**src/rtl/serial_adder_defs.vh**
```
// rtl/serial_adder_defs.vh - state encoding and bit-counter width for serial_adder
`ifndef SERIAL_ADDER_DEFS_VH
`define SERIAL_ADDER_DEFS_VH

localparam logic [1:0] ST_IDLE = 2'd0;
localparam logic [1:0] ST_RUN  = 2'd1;
localparam logic [1:0] ST_DONE = 2'd2;

// Bit counter must hold 0..WIDTH-1; a 1-bit operand still gets a 1-bit counter
function automatic int unsigned sa_cnt_width(input int unsigned w);
    if (w <= 1) return 1;
    return $clog2(w);
endfunction

`endif

```
**src/rtl/serial_adder_pkg.sv**
```systemverilog
// rtl/serial_adder_pkg.sv - shared types and helpers for serial_adder
package serial_adder_pkg;

`include "serial_adder_defs.vh"

    typedef enum logic [1:0] {
        IDLE = ST_IDLE,
        RUN  = ST_RUN,
        DONE = ST_DONE
    } state_t;

endpackage

```
**src/rtl/full_adder.sv**
```systemverilog
// rtl/full_adder.sv - single-bit full adder cell
module full_adder (
    input  logic i_a,
    input  logic i_b,
    input  logic i_cin,
    output logic o_sum,
    output logic o_cout
);

    assign o_sum  = i_a ^ i_b ^ i_cin;
    assign o_cout = (i_a & i_b) | (i_cin & (i_a ^ i_b));

endmodule

```
**src/rtl/serial_adder.sv**
```systemverilog
// rtl/serial_adder.sv - bit-serial adder reusing one full_adder over WIDTH cycles
module serial_adder
    import serial_adder_pkg::*;
#(
    parameter int unsigned WIDTH = 8
) (
    input  logic             clk,
    input  logic             rst_n,
    input  logic             start,
    input  logic [WIDTH-1:0] operand_A,
    input  logic [WIDTH-1:0] operand_B,
    input  logic             carry_in,
    output logic             busy,
    output logic             done,
    output logic [WIDTH-1:0] sum,
    output logic             carry_out
);

    localparam int CW = int'(sa_cnt_width(WIDTH));

    state_t           r_state;
    state_t           w_next_state;
    logic [WIDTH-1:0] r_sh_a;
    logic [WIDTH-1:0] r_sh_b;
    logic [WIDTH-1:0] r_acc;
    logic             r_carry;
    logic [CW-1:0]    r_cnt;
    logic [WIDTH-1:0] r_sum;
    logic             r_cout;

    logic             w_fa_sum;
    logic             w_fa_cout;
    logic [WIDTH-1:0] w_acc_next;
    logic             w_last;
    logic             w_accept;

    full_adder u_cell (
        .i_a    (r_sh_a[0]),
        .i_b    (r_sh_b[0]),
        .i_cin  (r_carry),
        .o_sum  (w_fa_sum),
        .o_cout (w_fa_cout)
    );

    // Accumulator shifts right with the new sum bit arriving at the MSB
    generate
        if (WIDTH == 1) begin : g_acc_one
            assign w_acc_next = w_fa_sum;
        end else begin : g_acc_many
            assign w_acc_next = {w_fa_sum, r_acc[WIDTH-1:1]};
        end
    endgenerate

    assign w_last   = (r_cnt == CW'(WIDTH - 1));
    assign w_accept = start && (r_state != RUN);

    // State register
    always_ff @(posedge clk or negedge rst_n) begin
        if (!rst_n) begin
            r_state <= IDLE;
        end else begin
            r_state <= w_next_state;
        end
    end

    // Next-state logic; DONE can re-arm immediately for back-to-back adds
    always_comb begin
        w_next_state = r_state;
        case (r_state)
            IDLE:    if (start) w_next_state = RUN;
            RUN:     if (w_last) w_next_state = DONE;
            DONE:    w_next_state = start ? RUN : IDLE;
            default: w_next_state = IDLE;
        endcase
    end

    // Operand load, per-bit shifting and result capture on the final bit
    always_ff @(posedge clk or negedge rst_n) begin
        if (!rst_n) begin
            r_sh_a  <= '0;
            r_sh_b  <= '0;
            r_acc   <= '0;
            r_carry <= 1'b0;
            r_cnt   <= '0;
            r_sum   <= '0;
            r_cout  <= 1'b0;
        end else if (w_accept) begin
            r_sh_a  <= operand_A;
            r_sh_b  <= operand_B;
            r_carry <= carry_in;
            r_acc   <= '0;
            r_cnt   <= '0;
        end else if (r_state == RUN) begin
            r_sh_a  <= r_sh_a >> 1;
            r_sh_b  <= r_sh_b >> 1;
            r_acc   <= w_acc_next;
            r_carry <= w_fa_cout;
            r_cnt   <= r_cnt + CW'(1);
            if (w_last) begin
                r_sum  <= w_acc_next;
                r_cout <= w_fa_cout;
            end
        end
    end

    assign busy      = (r_state == RUN);
    assign done      = (r_state == DONE);
    assign sum       = r_sum;
    assign carry_out = r_cout;

endmodule

```
**config.mk**
```make
export PLATFORM = sky130hd
export DESIGN_NAME = serial_adder
export DESIGN_NICKNAME = d
export VERILOG_FILES = /design/src/rtl/serial_adder_pkg.sv /design/src/rtl/full_adder.sv /design/src/rtl/serial_adder.sv
export VERILOG_INCLUDE_DIRS = /design/src /design/src/rtl
export SDC_FILE = /design/constraint.sdc
export NUM_CORES = 1
export LEC_CHECK = 0
export CAP_MARGIN = 20
export CELL_PAD_IN_SITES_DETAIL_PLACEMENT = 1
export CELL_PAD_IN_SITES_GLOBAL_PLACEMENT = 2
export CORE_ASPECT_RATIO = 1.2
export CORE_UTILIZATION = 33
export DETAILED_ROUTE_END_ITERATION = 8
export GPL_TIMING_DRIVEN = 0
export PLACE_DENSITY = 0.74
export SETUP_SLACK_MARGIN = 0.3
export SKIP_CTS_REPAIR_TIMING = 1
export SLEW_MARGIN = 0
export SYNTH_ARGS = -nofsm -noshare
export SYNTH_HDL_FRONTEND = slang
export SYNTH_SLANG_ARGS = --single-unit
```
**constraint.sdc**
```tcl
create_clock -name clk -period 1.55 [get_ports clk]
set_input_delay 0.155 -clock clk [delete_from_list [all_inputs] [get_ports clk]]
set_output_delay 0.155 -clock clk [all_outputs]
set_load 0.01 [all_outputs]
```
==> impl_metrics.tcl <==
set metrics [dict create \
    status "finished, violations left" \
    violations "negative hold slack" \
    slew_headroom_pct 42.62 \
    vias 1060 \
    synth-seq-cells 38 \
    switchingPower_uw 1241 \
    synth_cell_types 15 \
    area_growth_pct 33.31 \
    pre_cts_slack_ps -99.75 \
    clock_latency_ps 290 \
    tightest_slew_ps 860.7 \
    io_buffers 29 \
    grt-ovfl-total 0 \
    core_um2 5261 \
    grt_pass1_wl_um 5471 \
    syn_area_per_cell_um2 15.22 \
    utilization_pct 45.49 \
    start_kind "flop" \
    dp_hpwl_um 2311 \
    vdd_ir_drop_max_uv 750.6 \
    skew_ps 5.462 \
    max_freq_ghz 0.6770 \
    post-route-drc-count 0 \
    power_frac_seq_pct 38.7 \
    routabilityCongestion 0.6694 \
    fp.dieArea_um2 5741 \
    seq_area_frac_synth_pct 52.96 \
    die_y_um 82.80 \
    period_minus_slack_ps 1477 \
    antenna_found_initial 0 \
    fin_nets 184 \
    ios 31 \
    p_per_area_nw_per_um2 1812 \
    worstPathMaxFanout 10 \
    fin_tns_setup_ps 0 \
    crit_path_end_kind "flop" \
    drtIter0Drc 9 \
    cts_sinks 38 \
    min_path_type "in -> async" \
    dr.pass1.iters 3 \
    power_frac_comb_pct 45.5 \
    arrival_ps 1650 \
    routedWlPerCell_um 15.30 \
    cts_tree "yes" \
    stdcell_count 224 \
    internal-power_uw 3096 \
    p_leak_uw 0.001250 \
    drive_above_1_share_pct 46.30 \
    cts_root_buf "clkbuf_8" \
    clockBufferDepth 2 \
    cts_made_buffers 5 \
    drv_cap 0 \
    ys_warn_count 0 \
    grt_max_degree 39 \
    fp.dieW_um 69.34 \
    clkTransAtPathRegs_ps 70 \
    grt_setup_unrepaired "true" \
    layout_setup_ws_ps 72.79 \
    hold_slack_ps -20.83 \
    top_layer "met4" \
    swShare_pct 28.61 \
    fin_crit_sh_pct 95.30 \
    synth_nets 141 \
    drt-met1-wl_um 1438 \
    clkPwrFrac_pct 15.8 \
    htree_levels 2 \
    grt_util_all_layers_pct 12.35 \
    netlist_area_um2 1795 \
    grt_pass1_vias 1115 \
    wl_um 3427 \
    maxSlewViolCount 0 \
    vias_per_cell 4.732 \
    setup_violations 0 \
    cp_data_required_time_ps 1730 \
    route.met3.wl_um 130 \
    synthCells 118 \
    n_antenna_cell 0 \
    hold_violations 38 \
    initial_core_util_pct 34.13 \
    wl_met2_um 1772 \
    critPathKind "reg -> reg" \
    post-place-cells 209 \
    antenna_left 0 \
    rows 29 \
]
path summary, 6_finish.rpt:
check / slack, ps / depth (start not counted) / startpoint / to
worst max-delay path: 70 / 5 / r_cnt[0] / sum[3]
worst min-delay path: -20 / 1 / rst_n / r_sh_a[4]
worst max register to register: 70 / 5 / r_cnt[0] / sum[3]
worst min register to register: 500 / 1 / r_sh_a[6] / r_sh_a[5]
max in group asynchronous: 1040 / 1 / rst_n / r_sh_a[1]
min in group clk: 320 / 3 / start / r_sh_b[0]
worst max-delay path: stages, from the launching register on:
cell and delay, ps:
dfrtp_1 410, ha_2 180, ha_2 180, nand3b_1 100
buf_6 160, mux2_2 340
power by group through the flow:
| stage | sequential (uW) | combinational (uW) | clock, uW |
|---|---|---|---|
| after CTS | 1680 | 1710 | 722 |
| after global placement | 1660 | 1650 | 0 |
| after global routing | 1740 | 2120 | 767 |
| after detailed placement | 1700 | 1700 | 0 |
| final | 1680 | 1970 | 686 |
| after floorplan | 1660 | 1170 | 0 |
cell families after synthesis:
kind of cell | count (synthesis) | synth area share [%]
AO/OA/AOI/OAI | 1 | 0.3487
multiplexers | 51 | 34.70
adder cells (fa/ha/maj) | 3 | 2.509
flip-flops | 38 | 52.96
buffers and inverters | 10 | 4.460
AND/OR/NAND/NOR | 15 | 5.018
stage by stage:
step                      total power, uW  cell area, um2
after floorplan                      2831            1809
after global placement               3314            2177
after detailed placement             3395            2172
after CTS                            4116            2263
after global routing                 4627            2394
final                                4337            2394
final cells by class:
type | count | area, um2
fillers | 528 | 2868
clock buffers | 7 | 86.33
inverters | 3 | 11.26
flip-flops and latches | 38 | 950.9
well taps | 62 | 77.57
repair buffers | 36 | 376.6
multi-input cells | 70 | 792.0
clock inverters | 1 | 5.005
plain buffers | 7 | 93.84
sequential cells by signal, summed over array words and instances (netlist names):
name,count
r_acc,7
r_sh_b,8
carry_out,1
r_carry,1
r_state,2
sum,8
r_cnt,3
r_sh_a,8
layout by cell type (no fill, tap or decap), drive strengths merged:
cell type / Yosys / routed
clkinv: 0 / 1
nor2b: 10 / 10
nand2b: 2 / 2
dlymetal6s2s: 0 / 9
dfrtp: 38 / 38
nor2: 2 / 2
inv: 3 / 3
clkdlybuf4s50: 0 / 18
mux2: 48 / 48
mux2i: 3 / 3
ha: 2 / 2
clkbuf: 0 / 9
o22ai: 1 / 1
fa: 1 / 1
buf: 7 / 14
nand3b: 1 / 1
per-layer routing:
metal	track usage, %	vias to the layer above
met5	0	-
met4	6.679	0
met3	2.913	6
met2	19.59	18
met1	15.49	546
li1	-	490
synthesized netlist by cell type:
cell,n,area share (%)
o22ai_1,1,0.35
buf_2,3,0.84
inv_1,3,0.63
dfrtp_1,38,53
mux2_2,34,21
buf_12,1,1.1
ha_1,2,1.4
nand3b_1,1,0.42
nand2b_1,2,0.70
nor2b_1,10,3.5
nor2_1,2,0.42
mux2i_1,3,1.7
buf_6,3,1.9
mux2_4,14,12
fa_1,1,1.1
(Power assumes the default switching activity.)
